<file path="src/rtl/traffic_sched.sv">
// rtl/traffic_sched.sv - two-road traffic light scheduler with pedestrian walk phase
// Optional all-red clearance phases enabled by defining TRAFFIC_ALLRED_EN.
module traffic_sched #(
  parameter int GREEN1_T = 40,
  parameter int GREEN2_T = 20,
  parameter int YELLOW_T = 5,
  parameter int ALLRED_T = 2
) (
  input  logic       clk,
  input  logic       rst_n,
  input  logic       car_sense2,
  input  logic       ped_req,
  output logic [2:0] light1,
  output logic [2:0] light2,
  output logic [5:0] count,
  output logic       walk
);

  localparam logic [2:0] LAMP_RED    = 3'b100;
  localparam logic [2:0] LAMP_YELLOW = 3'b010;
  localparam logic [2:0] LAMP_GREEN  = 3'b001;

  typedef enum logic [2:0] {
    S_G1  = 3'd0,
    S_Y1  = 3'd1,
    S_AR1 = 3'd2,
    S_G2  = 3'd3,
    S_Y2  = 3'd4,
    S_AR2 = 3'd5
  } state_t;

  state_t     state_q, state_d;
  logic [5:0] count_q, count_d;
  logic       ped_pend_q, ped_pend_d;
  logic       walk_q, walk_d;
  logic [2:0] light1_q, light1_d;
  logic [2:0] light2_q, light2_d;
  logic       entering_g2;

  function automatic logic [5:0] phase_load(input state_t s);
    case (s)
      S_G1:          phase_load = 6'(GREEN1_T - 1);
      S_G2:          phase_load = 6'(GREEN2_T - 1);
      S_Y1, S_Y2:    phase_load = 6'(YELLOW_T - 1);
      S_AR1, S_AR2:  phase_load = 6'(ALLRED_T - 1);
      default:       phase_load = 6'(GREEN1_T - 1);
    endcase
  endfunction

  always_comb begin
    state_d = state_q;
    count_d = count_q - 6'd1;
    if (count_q == 6'd0) begin
      case (state_q)
        // Main road keeps green until road 2 has a car or a pedestrian waiting.
        S_G1: state_d = (car_sense2 || ped_pend_q) ? S_Y1 : S_G1;
`ifdef TRAFFIC_ALLRED_EN
        S_Y1:  state_d = S_AR1;
        S_AR1: state_d = S_G2;
        S_Y2:  state_d = S_AR2;
        S_AR2: state_d = S_G1;
`else
        S_Y1:  state_d = S_G2;
        S_Y2:  state_d = S_G1;
`endif
        S_G2:    state_d = S_Y2;
        default: state_d = S_G1;
      endcase
      count_d = phase_load(state_d);
    end

    entering_g2 = (state_d == S_G2) && (state_q != S_G2);
    // A press on the entry edge is folded into this G2 rather than left pending.
    if (entering_g2) begin
      walk_d     = ped_pend_q || ped_req;
      ped_pend_d = 1'b0;
    end else begin
      walk_d     = (state_d == S_G2) && walk_q;
      ped_pend_d = ped_pend_q || ped_req;
    end

    light1_d = LAMP_RED;
    light2_d = LAMP_RED;
    case (state_d)
      S_G1:    light1_d = LAMP_GREEN;
      S_Y1:    light1_d = LAMP_YELLOW;
      S_G2:    light2_d = LAMP_GREEN;
      S_Y2:    light2_d = LAMP_YELLOW;
      default: ;
    endcase
  end

  always_ff @(posedge clk) begin
    if (!rst_n) begin
      state_q    <= S_G1;
      count_q    <= 6'(GREEN1_T - 1);
      ped_pend_q <= 1'b0;
      walk_q     <= 1'b0;
      light1_q   <= LAMP_GREEN;
      light2_q   <= LAMP_RED;
    end else begin
      state_q    <= state_d;
      count_q    <= count_d;
      ped_pend_q <= ped_pend_d;
      walk_q     <= walk_d;
      light1_q   <= light1_d;
      light2_q   <= light2_d;
    end
  end

  assign light1 = light1_q;
  assign light2 = light2_q;
  assign count  = count_q;
  assign walk   = walk_q;

endmodule

</file>
<file path="config.mk">
export PLATFORM = sky130hd
export DESIGN_NAME = traffic_sched
export DESIGN_NICKNAME = d
export VERILOG_FILES = /design/src/rtl/traffic_sched.sv
export SDC_FILE = /design/constraint.sdc
export NUM_CORES = 1
export LEC_CHECK = 0
export BUFFER_PORTS_ARGS = -buffer_cell sky130_fd_sc_hd__buf_2
export CORE_MARGIN = 2
export CORE_UTILIZATION = 54
export DETAILED_ROUTE_END_ITERATION = 16
export PLACE_DENSITY = 0.91
export SKIP_CTS_REPAIR_TIMING = 1
export SYNTH_ARGS = -nofsm -noshare
export SYNTH_HDL_FRONTEND = slang
export SYNTH_SLANG_ARGS = --single-unit
</file>
<file path="constraint.sdc">
create_clock -name clk -period 3.5 [get_ports clk]
set_input_delay 0.175 -clock clk [delete_from_list [all_inputs] [get_ports clk]]
set_output_delay 0.175 -clock clk [all_outputs]
set_load 0.05 [all_outputs]
</file>
# --- Word-level counts from Yosys, hierarchy flattened ---
# Cells that the tools add are included.
classes:
  n_addsub: 1
  eq_ne: 11
  mux: 9
  n_bitwise: 1
  n_reduce_logical: 10
ops:
  columns: ["cell", "n"]
  rows:
  - ["one-hot mux 6 bit (3 select lines)", 1]
  - ["== test 3 x 2 -> 1 bit (second input constant)", 4]
  - ["one-hot mux 3 bit (2 select lines)", 2]
  - ["== test 3 x 1 -> 1 bit (second input constant)", 3]
  - ["== test 3 bit (second input constant)", 3]
  - ["one-hot mux 3 bit (3 select lines)", 1]
  - ["zero test 3 bit", 2]
  - ["zero test 6 bit", 1]
  - ["2-to-1 mux 3 bit", 2]
  - ["2-to-1 mux 6 bit", 1]
  - ["OR reduction 2 bit", 3]
  - ["subtractor 6 x 1 -> 6 bit (second input constant)", 1]
  - ["!= test 3 x 2 -> 1 bit (second input constant)", 1]
  - ["logical AND 1 bit", 2]
  - ["logical OR 1 bit", 2]
  - ["2-to-1 mux 1 bit", 2]
  - ["inverter 1 bit", 1]
word_totals:
  register_bits: 17
  input_bits: 4

# --- Logic depth before layout (Yosys ltp) ---
logic_depth:
  depth_word: 8
  ltp_mapped: 6
  ltp_nobuf: 5

# --- Least setup slack after synthesis ---
# No wires, ideal clock.
synth_timing:
  kind: "flip-flop to flip-flop"
  startpoint: "reg count_q[0], in the netlist count[0]"
  endpoint: "reg state_q[0]"
  setup_time_ps: 119
  arrival_ps: 1675
  slack_ps: 1706
  path_stages_with_launch: 7
  cell_sequence: "dfxtp_1 > inv_1 > ha_1 > nand2b_1 > clkbuf_1 > nor3_1 > o221a_2"
synth_via:
  elab_chain_len: 2
synth_lines:
  columns: ["item", "line_no", "source"]
  rows:
  - ["from (decl)", "33", "logic [5:0] count_q, count_d;"]
  - ["from (signal assigned)", "96", "count_q <= 6'(GREEN1_T - 1);"]
  - ["from (signal assigned)", "103", "count_q <= count_d;"]
  - ["zero test 6 bit", "53", "if (count_q == 6'd0) begin"]
  - ["2-to-1 mux 3 bit", "53", null]
  - ["to (signal assigned)", "102", "state_q <= state_d;"]
  - ["to (decl)", "32", "state_t state_q, state_d;"]
# No other way between the ends.
# A chain may end at the register's enable or synchronous reset.

# --- Worst setup path in the final report ---
layout_timing:
  startpoint: "reg count_q[2], in the netlist count[2]"
  endpoint: "reg state_q[0]"
# Same word-level chain as after synthesis.

==> summary.txt <==
Layout Skew -> 3.97 ps
Status -> completed
Max-slew headroom -> 48.0%
Peak supply drop -> 264 uV
Final Max Tran Viols -> 0
Port Buffers -> 16
TritonCTS clock tree -> yes
F_max -> 576 MHz
Hold path depth -> 2
Setup_tns -> 0 ps
Yosys reg bits -> 17
Crit path time final -> 1740 ps
Placeable Area -> 1320 um2
DR vias/cell -> 6.14
Avg WL per Cell -> 13.7 um
Initial drt markers -> 26
Max-cap violations -> 0
Unrepaired setup endpoints after global routing -> no
Hold crit path type -> in -> reg
Clk sinks -> 17
Htree depth -> 1
Mapped Cells -> 88
Crit path depth -> 3
Nets -> 111
Worst-case reg-to-reg path depth -> 3
LEAKAGE -> 0.365 nW
Reg clk slew, reported paths -> 100 ps
Post-Syn Nets -> 94
PwrDens -> 394 nW/um2
Largest delay share family, worst path -> simple AND/OR/NAND/NOR gates
Routed length on met1 -> 632 um
Fin crit share -> 49.6%
CTS Buffer Depth -> 2
Row count -> 13
Vias in the first global route -> 629
Router iterations before antenna repair -> 4
Critical Path RT -> 3700 ps
Met3 Wirelength -> 137 um
Dpl hpwl -> 1200 um
Antenna violations before repair -> 0
Global Route Usage Sum -> 19.8%
DRT Wirelength -> 1630 um
Post-synth ARST share -> 0%
Drt drc -> 0
Arr. time, crit path -> 1940 ps
Share of layout cells above drive strength 1 -> 21.2%
Via count -> 731
Crit-path slowest cell -> nor3_1
Area Overhead vs Synth -> 13.4%
Crit end category -> flop
CTS Buf Count -> 3
Post-synth top flop -> dfxtp_1
Netlist cell types -> 35
Die Width -> 41.9 um
First-pass GRT wire length -> 2680 um
YS warnings -> 0
Top sig layer -> met4
Crit-path max cell delay -> 660 ps
EDFF count, synth -> 0
Buf/Inv on CP -> 0
CP cell instances -> nor3_1 > nand2_1 > o221a_2
Largest net degree at the start of global routing -> 13
Syn avg cell area -> 8.83 um2
Mapped cell area -> 777 um2
Seq/Total Area, Yosys -> 43.8%
Crit Path Class -> reg -> reg
Slew @ Worst Pin -> 774 ps
Placer Congestion -> 0.847
CTS Root Cell -> clkbuf_4
Initial Utilization -> 59.0%
Met2 wire length -> 818 um
Detail Route Antenna Nets -> 0
Congestion Overflow GR -> 0
IO Count -> 17
Final hold vios -> 0
Worst hold margin -> 164 ps
Die area -> 1760 um2
Die height -> 41.9 um
Clk_lat worst skew -> 300 ps
# setup viols final -> 0
Ant. Diodes -> 0
CP max FO -> 8
Worst Setup Start Kind -> flop
[Yosys cell counts (all sizes together) (3+ instances only)]
| library cell | n | area (um2) |
|---|---|---|
| a21oi | 5 | 25.0 |
| clkbuf | 3 | 11.3 |
| dfxtp | 17 | 340 |
| inv | 5 | 18.8 |
| nand2 | 5 | 18.8 |
| nor2 | 4 | 15.0 |
| nor2b | 3 | 18.8 |
| nor3 | 4 | 20.0 |
| o211ai | 3 | 22.5 |
| o21ai | 6 | 30.0 |
[power breakdown]
part	internal, mW	switching [mW]	total [mW]
Clock	0.0426	0.0652	0.108
Combinational	0.0110	0.0263	0.0373
Sequential	0.197	0.00466	0.202
[layer usage]
layer  up-vias  global-route usage, %
met2        44                   34.7
li1        358                      -
met3         5                   3.04
met5         -                      0
met4         0                   9.68
met1       324                   23.3
[logic make-up (layout without fill, tap and decap cells)]
| logic type | Yosys count | count (layout) | share of synthesized area, % |
|---|---|---|---|
| buffers and inverters | 10 | 26 | 5.80 |
| adders and majority gates | 2 | 2 | 3.22 |
| DFF | 17 | 17 | 43.8 |
| and+or+nand+nor | 29 | 29 | 20.3 |
| AOI/OAI and AO/OA | 27 | 27 | 23.3 |
| xor gates and xnor gates | 2 | 2 | 2.25 |
| muxes | 1 | 1 | 1.29 |
[area by class of cell]
cell class	count	area [um2]
flip-flops and latches	17	340
clock buffers	3	22.5
well taps	15	18.8
inverters	6	22.5
repair buffers	16	80.1
fillers	108	437
multi-input cells	61	392
clock inverters	1	5.00
[flip-flops by register name, summed over array words and instances, names as in the netlist]
| register | cells |
|---|---|
| walk | 1 |
| count | 6 |
| light1 | 3 |
| ped_pend_q | 1 |
| state_q | 3 |
| light2 | 3 |
[per-stage QoR]
stage	setup WS, ps	power (mW)	instances	cell area [um2]	util, %
2_1_floorplan	1710	0.235	88	777	-
3_3_place_gp	1920	0.242	115	853	64.8
3_5_place_dp	1820	0.244	115	853	64.8
4_1_cts	1810	0.347	119	881	66.9
5_1_grt	1690	0.356	119	881	66.9
6_report	1760	0.347	119	881	66.9
[final timing paths]
check	startpoint	end	slack (ps)
setup / recovery	count[2]	state_q[0]	1760
setup reg to reg	count[2]	state_q[0]	1760
hold reg to reg	count[4]	count[4]	540
hold / removal	rst_n	light1[0]	160
[placed cells by master, fill, tap and decap left out, types with 4 or more instances in the layout]
master and instances:
dfxtp_1 17, buf_2 16, o21ai_0 6, inv_1 5, a21oi_1 5, nand2_1 5, nor2_1 4, nor3_1 4
Note: power is estimated with default switching activity, not from simulation.
